`config.mk`:
```
export PLATFORM = sky130hd
export DESIGN_NAME = ula_mc
export DESIGN_NICKNAME = d
export VERILOG_FILES = /design/src/rtl/ula_mc.sv
export SDC_FILE = /design/constraint.sdc
export NUM_CORES = 1
export LEC_CHECK = 0
export ABC_AREA = 1
export CORE_UTILIZATION = 35
export CTS_CLUSTER_DIAMETER = 150
export DETAILED_ROUTE_END_ITERATION = 16
export PLACE_DENSITY = 0.59
export SLEW_MARGIN = 10
export SYNTH_ARGS = -nofsm -noshare
export SYNTH_HDL_FRONTEND = slang
export SYNTH_SLANG_ARGS = --single-unit
```
`constraint.sdc`:
```
create_clock -name clk -period 2.8 [get_ports clk]
set_input_delay 0.28 -clock clk [delete_from_list [all_inputs] [get_ports clk]]
set_output_delay 0.28 -clock clk [all_outputs]
set_load 0.02 [all_outputs]
```
`src/rtl/ula_mc.sv`:
```
// ---------------------------------------------------------------------------
// ula_mc -- parametrised multi-cycle ALU
//
// Successor to the 8-bit combinational ALU. It uses the same 4-bit opcode map
// and adds unsigned divide and remainder.
//
// Timing:
//   - Logic, arithmetic, shift and rotate operations finish in one cycle.
//   - MUL, DIV and REM are iterative and take one step per cycle for WIDTH
//     cycles.
//
// Handshakes:
//   - Operands arrive over a valid/ready handshake.
//   - Results leave over a second valid/ready handshake.
//   - The result and its flags are registered and stay stable until the
//     consumer accepts them.
//
// Optional divider:
//   - Define ULA_MC_DIV_EN to build the divider for opcodes 1010/1011.
//   - Without it, those opcodes behave like undefined opcodes: single cycle,
//     s = 0.
//
// Parameters:
//   WIDTH      operand/result width in bits (>= 2)
//
// Ports:
//   clk        system clock, rising edge
//   rst_n      asynchronous active-low reset
//   in_valid   operands/opcode valid
//   in_ready   block can accept a new operation (IDLE)
//   a, b       operands
//   select     4-bit opcode
//   out_valid  s/flags hold a completed result (DONE)
//   out_ready  consumer accepts the result
//   s          result
//   flags      {N, Z, C, V}
// ---------------------------------------------------------------------------
module ula_mc #(
  parameter int WIDTH = 8
) (
  input  logic             clk,
  input  logic             rst_n,
  input  logic             in_valid,
  output logic             in_ready,
  input  logic [WIDTH-1:0] a,
  input  logic [WIDTH-1:0] b,
  input  logic [3:0]       select,
  output logic             out_valid,
  input  logic             out_ready,
  output logic [WIDTH-1:0] s,
  output logic [3:0]       flags
);

  localparam int               MSB = WIDTH - 1;
  localparam int               CW  = $clog2(WIDTH);
  localparam logic [WIDTH-1:0] WL  = WIDTH'(WIDTH);
  localparam logic [CW-1:0]    LAST_STEP = CW'(WIDTH - 1);

  localparam logic [3:0] OP_NOT = 4'b0000;
  localparam logic [3:0] OP_AND = 4'b0001;
  localparam logic [3:0] OP_OR  = 4'b0010;
  localparam logic [3:0] OP_XOR = 4'b0011;
  localparam logic [3:0] OP_ADD = 4'b0100;
  localparam logic [3:0] OP_SUB = 4'b0101;
  localparam logic [3:0] OP_SLL = 4'b0110;
  localparam logic [3:0] OP_SRL = 4'b0111;
  localparam logic [3:0] OP_MUL = 4'b1000;
  localparam logic [3:0] OP_ROL = 4'b1001;
  localparam logic [3:0] OP_ROR = 4'b1100;
`ifdef ULA_MC_DIV_EN
  localparam logic [3:0] OP_DIV = 4'b1010;
  localparam logic [3:0] OP_REM = 4'b1011;
`endif

  typedef enum logic [1:0] {
    IDLE = 2'd0,
    CALC = 2'd1,
    DONE = 2'd2
  } state_t;

  state_t           state_q, state_d;
  logic             alive_q;
  logic             accept;
  logic             is_iter;
  logic             last_step;

  logic [CW-1:0]    cnt_q;
  logic [WIDTH-1:0] hi_q;
  logic [WIDTH-1:0] lo_q;
  logic [WIDTH-1:0] b_q;
`ifdef ULA_MC_DIV_EN
  logic [3:0]       op_q;
`endif

  // single-cycle datapath
  logic [WIDTH:0]   add_full;
  logic [WIDTH:0]   sub_full;
  logic [WIDTH-1:0] rot_amt;
  logic [WIDTH-1:0] alu_s;
  logic             alu_c;
  logic             alu_v;

  // iterative datapath
  logic [WIDTH:0]   mul_sum;
  logic [WIDTH-1:0] calc_hi;
  logic [WIDTH-1:0] calc_lo;
  logic [WIDTH-1:0] calc_s;
  logic             calc_c;
  logic             calc_v;
`ifdef ULA_MC_DIV_EN
  logic [WIDTH:0]   div_shift;
  logic [WIDTH-1:0] div_diff;
  logic             div_ge;
`endif

  // Only MUL, and DIV/REM when the divider is built, take the CALC path.
`ifdef ULA_MC_DIV_EN
  assign is_iter = (select == OP_MUL) || (select == OP_DIV) || (select == OP_REM);
`else
  assign is_iter = (select == OP_MUL);
`endif

  assign last_step = (cnt_q == LAST_STEP);

  // State register.
  // alive_q holds in_ready low until the first clock edge after reset is
  // released.
  always_ff @(posedge clk or negedge rst_n) begin
    if (!rst_n) begin
      state_q <= IDLE;
      alive_q <= 1'b0;
    end else begin
      state_q <= state_d;
      alive_q <= 1'b1;
    end
  end

  // Next-state and handshake outputs.
  // Operands are accepted only from IDLE, so a consumed result can never be
  // followed by an acceptance in the same cycle.
  always_comb begin
    state_d   = state_q;
    in_ready  = 1'b0;
    out_valid = 1'b0;
    accept    = 1'b0;
    case (state_q)
      IDLE: begin
        in_ready = alive_q;
        if (in_valid && alive_q) begin
          accept  = 1'b1;
          state_d = is_iter ? CALC : DONE;
        end
      end
      CALC: begin
        if (last_step) begin
          state_d = DONE;
        end
      end
      DONE: begin
        out_valid = 1'b1;
        if (out_ready) begin
          state_d = IDLE;
        end
      end
      default: state_d = IDLE;
    endcase
  end

  // Single-cycle operations, computed straight from the input operands.
  // For the rotates, a rotate amount of zero makes the second shift equal
  // WIDTH. A shift by WIDTH gives zero, so the rotate returns a unchanged.
  always_comb begin
    add_full = {1'b0, a} + {1'b0, b};
    sub_full = {1'b0, a} - {1'b0, b};
    rot_amt  = b % WL;
    alu_s    = '0;
    alu_c    = 1'b0;
    alu_v    = 1'b0;
    case (select)
      OP_NOT: alu_s = ~a;
      OP_AND: alu_s = a & b;
      OP_OR:  alu_s = a | b;
      OP_XOR: alu_s = a ^ b;
      OP_ADD: begin
        alu_s = add_full[WIDTH-1:0];
        alu_c = add_full[WIDTH];
        alu_v = (a[MSB] == b[MSB]) && (add_full[MSB] != a[MSB]);
      end
      OP_SUB: begin
        alu_s = sub_full[WIDTH-1:0];
        alu_c = sub_full[WIDTH];
        alu_v = (a[MSB] != b[MSB]) && (sub_full[MSB] != a[MSB]);
      end
      OP_SLL: alu_s = (b >= WL) ? '0 : (a << b);
      OP_SRL: alu_s = (b >= WL) ? '0 : (a >> b);
      OP_ROL: alu_s = (a << rot_amt) | (a >> (WL - rot_amt));
      OP_ROR: alu_s = (a >> rot_amt) | (a << (WL - rot_amt));
      default: alu_s = '0;
    endcase
  end

  // One iteration of the multi-cycle operations.
  //
  // MUL is a right-shifting shift-add:
  //   - lo_q starts as operand a, the multiplier.
  //   - b_q is added into hi_q whenever the current multiplier bit is set.
  //   - After WIDTH steps, {hi_q, lo_q} holds the full product.
  //
  // DIV/REM is restoring division:
  //   - lo_q starts as the dividend and becomes the quotient.
  //   - hi_q is the partial remainder.
  //   - With b = 0 every trial subtraction succeeds. The quotient fills with
  //     ones and the remainder ends up equal to a, so divide-by-zero needs no
  //     special case.
  always_comb begin
    mul_sum = {1'b0, hi_q} + (lo_q[0] ? {1'b0, b_q} : '0);
    calc_hi = mul_sum[WIDTH:1];
    calc_lo = {mul_sum[0], lo_q[WIDTH-1:1]};
    calc_s  = calc_lo;
    calc_c  = |calc_hi;
    calc_v  = 1'b0;
`ifdef ULA_MC_DIV_EN
    div_shift = {hi_q, lo_q[WIDTH-1]};
    div_ge    = (div_shift >= {1'b0, b_q});
    div_diff  = div_shift[WIDTH-1:0] - b_q;
    if (op_q != OP_MUL) begin
      calc_hi = div_ge ? div_diff : div_shift[WIDTH-1:0];
      calc_lo = {lo_q[WIDTH-2:0], div_ge};
      calc_s  = (op_q == OP_DIV) ? calc_lo : calc_hi;
      calc_c  = 1'b0;
      calc_v  = (b_q == '0);
    end
`endif
  end

  // Operand, iteration and result registers.
  // s and flags are written only when a result is produced, so they stay
  // stable while DONE waits for out_ready.
  always_ff @(posedge clk or negedge rst_n) begin
    if (!rst_n) begin
      cnt_q <= '0;
      hi_q  <= '0;
      lo_q  <= '0;
      b_q   <= '0;
`ifdef ULA_MC_DIV_EN
      op_q  <= '0;
`endif
      s     <= '0;
      flags <= '0;
    end else if (accept) begin
      cnt_q <= '0;
      hi_q  <= '0;
      lo_q  <= a;
      b_q   <= b;
`ifdef ULA_MC_DIV_EN
      op_q  <= select;
`endif
      if (!is_iter) begin
        s     <= alu_s;
        flags <= {alu_s[MSB], (alu_s == '0), alu_c, alu_v};
      end
    end else if (state_q == CALC) begin
      cnt_q <= cnt_q + CW'(1);
      hi_q  <= calc_hi;
      lo_q  <= calc_lo;
      if (last_step) begin
        s     <= calc_s;
        flags <= {calc_s[MSB], (calc_s == '0), calc_c, calc_v};
      end
    end
  end

endmodule

```
==> results.sh, run 1 <==
export IMPL_seq_area_frac_synth=0.2147
export IMPL_final_cell_mix="nand2_1 (276), nand3_1 (94), inv_1 (71)"
export IMPL_via_per_inst=5.295
export IMPL_globalplace_congestion=0.9504
export IMPL_cts_setup_buffers=0
export IMPL_outcome="complete, no violations"
export IMPL_worst_pin_slew_ps=895.3
export IMPL_layout_commonest_cell="nand2_1"
export IMPL_hold_slack_ps=120.2
export IMPL_die_x_um=118.9
export IMPL_cp_required_ps=3010
export IMPL_cts_resized=0
export IMPL_clock_sinks=41
export IMPL_power_density_mw_per_mm2=452.0
export IMPL_insertion_delay_ps=280
export IMPL_cts_buffers=5
export IMPL_yosysWarnings=0
export IMPL_synthCells=770
export IMPL_n_antenna_cell=0
export IMPL_drtIter0Drc=439
export IMPL_finalSetupTns_ps=0
export IMPL_postRouteAntennaNets=0
export IMPL_setup_violations_final=0
export IMPL_nFillCells=1438
export IMPL_drc_errors=0
export IMPL_hold_viol=0
export IMPL_synthesis_nets=833
export IMPL_drive_above_1_share=0.1000
export IMPL_hpwl_um=12790
export IMPL_syn_area_per_cell_um2=6.207
export IMPL_grt_max_degree=42
export IMPL_die_h_um=118.9
export IMPL_post_route_util=0.4291
export IMPL_grt_pass1_vias=4924
export IMPL_cts_hold_buf=0
export IMPL_fp_row_count=42
export IMPL_max_freq_mhz=401.9
export IMPL_io_buffers=37
export IMPL_period_share=0.8887
export IMPL_clockBufferDepth=2
export IMPL_area_growth_pct=19.37
export IMPL_cts_tree="built"
export IMPL_ioPinCount=38
export IMPL_slew_headroom=0.4031
export IMPL_final_nets=892
export IMPL_grt_pass1_wl_um=25850
export IMPL_crit_path_max_fanout=6
export IMPL_drt_pass1_iter_count=5
export IMPL_grt_usage=0.2306
export IMPL_ir_worst_vdd_mv=0.2826
export IMPL_numPlacedInstances=998
export IMPL_crit_type="input pin to flop"
export IMPL_crit_path_start_kind="input pin"
export IMPL_htreeDepth=2
export IMPL_slew_viol_final=0
export IMPL_cts_root_buffer="clkbuf_16"
export IMPL_max_cap_viol_count=0
export IMPL_hp_class="input pin to asynchronous set/reset pin"
export IMPL_gr_total_overflow=0
export IMPL_rsz0062_at_grt="false"
export IMPL_min_period_ps=2488
export IMPL_initial_utilization=0.3595
export IMPL_coreArea_mm2=0.01330
export IMPL_crit_arrival_ps=2700
export IMPL_final_setup_skew_ps=4.579
export IMPL_dieArea_mm2=0.01413
export IMPL_fin_cells=1006
export IMPL_ys_ff_latch=41
export IMPL_routed_wl_um=15920
export IMPL_antenna_found_initial=0
export IMPL_vias=5327
export IMPL_clk_pin_slew_ps=60
export IMPL_wl_per_cell_um=15.83
export IMPL_p_leak_nw=2.975
export IMPL_netlist_area_mm2=0.004780
export IMPL_endpoint_kind="flop"
export IMPL_post_synth_num_cell_types=46
## cells in the mapped netlist, drive strengths merged
library cell | instances | share of area
nand4 | 14 | 0.020
ha | 36 | 0.094
and3 | 1 | 0.0013
nand3 | 96 | 0.10
inv | 76 | 0.060
a21boi | 2 | 0.0031
clkbuf | 5 | 0.0039
a22o | 3 | 0.0055
a221oi | 1 | 0.0018
clkinv | 1 | 0.0018
xor2 | 5 | 0.0092
o21bai | 2 | 0.0031
buf | 21 | 0.030
nor3b | 1 | 0.0016
a211oi | 1 | 0.0016
dfrtp | 41 | 0.21
a21oi | 29 | 0.032
nand2 | 287 | 0.24
o311ai | 2 | 0.0037
o221ai | 8 | 0.015
xnor2 | 1 | 0.0018
o21ai | 31 | 0.032
o211ai | 8 | 0.013
nand3b | 11 | 0.017
or2 | 4 | 0.0052
nor4 | 1 | 0.0013
fa | 3 | 0.013
a21o | 4 | 0.0063
a31oi | 1 | 0.0013
nor3 | 7 | 0.0094
nor2 | 66 | 0.055
conb | 1 | 0.00078
## power by group
| group | internal [mW] | switching [mW] |
|---|---|---|
| clock network | 0.514 | 0.237 |
| logic | 0.405 | 0.642 |
| registers | 0.703 | 0.0777 |
| total | 1.62 | 0.957 |
## metrics by stage
| stage | setup slack (ps) | power, mW | cell area [µm²] |
|---|---|---|---|
| after floorplan | 601.9 | 1.437 | 4780 |
| after global placement | 63.45 | 1.826 | 5512 |
| after detailed placement | 56.05 | 1.828 | 5512 |
| after CTS | 338.5 | 2.585 | 5705 |
| after global routing | 20.47 | 2.752 | 5705 |
| final | 311.7 | 2.579 | 5705 |
## cell type report
class	count	area [µm²]	area share
sequential	41	1026	0.1798
clock inverter	3	68.82	0.01206
inverter	77	294.0	0.05154
timing repair buffer	78	673.1	0.1180
clock buffer	5	125.1	0.02193
multi-input combinational	626	3298	0.5781
tap	176	220.2	0.03860
## routing by layer
layer,track usage,part of all wire
met5,0,0
met4,0.07358,0.023
met3,0.02443,0.067
met2,0.3629,0.45
met1,0.3289,0.46
## logic make-up after synthesis
group,share of synthesized area
compound gates,0.1181
buf+inv,0.09529
xor+xnor,0.01099
fa+ha+maj,0.1068
flops,0.2147
other cells,0.0007846
simple gates,0.4534
## worst max-delay path, stage by stage
cell and delay, ps:
clkdlybuf4s50_1 650, inv_1 120, ha_1 350, nor2_1 100, nand2_1 100, nand2_1 170
a21oi_1 80, nand2_1 60, nand2_1 50, nand2_1 100, nand3_1 110, nor2_2 180
nand2_1 70, nor2_1 80, nand2_1 80, a21oi_2 110
## flip-flops by register name (all words and copies together) (netlist names)
register	flops
s	8
lo_q	8
state_q	2
alive_q	1
hi_q	8
flags	3
b_q	8
cnt_q	3
## path summary, 6_finish.rpt
kind | from | to | slack, ps | depth (start not counted)
worst max-delay path | a[1] | flags[2]$_DFFE_PN0P_ | 310 | 16
worst min-delay path | rst_n | hi_q[1]$_DFFE_PN0P_ | 120 | 1
worst max register to register | lo_q[0]$_DFFE_PN0P_ | flags[1]$_DFFE_PN0P_ | 440 | 13
worst min register to register | flags[0]$_DFFE_PN0P_ | flags[0]$_DFFE_PN0P_ | 480 | 1
max in group asynchronous | rst_n | lo_q[1]$_DFFE_PN0P_ | 2120 | 1
min in group clk | flags[0]$_DFFE_PN0P_ | flags[0]$_DFFE_PN0P_ | 480 | 1
Power figures use the tool's default switching activity.
==> inputs of run 2 (changes only) <==
--- a/config.mk
+++ b/config.mk
@@ -6,6 +6,7 @@
 export NUM_CORES = 1
 export LEC_CHECK = 0
 export ABC_AREA = 1
+export ABC_CLOCK_PERIOD_IN_PS = 2800
 export CORE_UTILIZATION = 35
 export CTS_CLUSTER_DIAMETER = 150
 export DETAILED_ROUTE_END_ITERATION = 16
==> results of run 2 <==
Final layout, timing and power as in run 1 (identical DEF).
==> inputs of run 3 (changes only) <==
--- a/config.mk
+++ b/config.mk
@@ -15,3 +15,4 @@
 export SYNTH_ARGS = -nofsm -noshare
 export SYNTH_HDL_FRONTEND = slang
 export SYNTH_SLANG_ARGS = --single-unit
+export TNS_END_PERCENT = 5
==> results of run 3 <==
Final layout, timing and power as in run 1 (identical DEF).
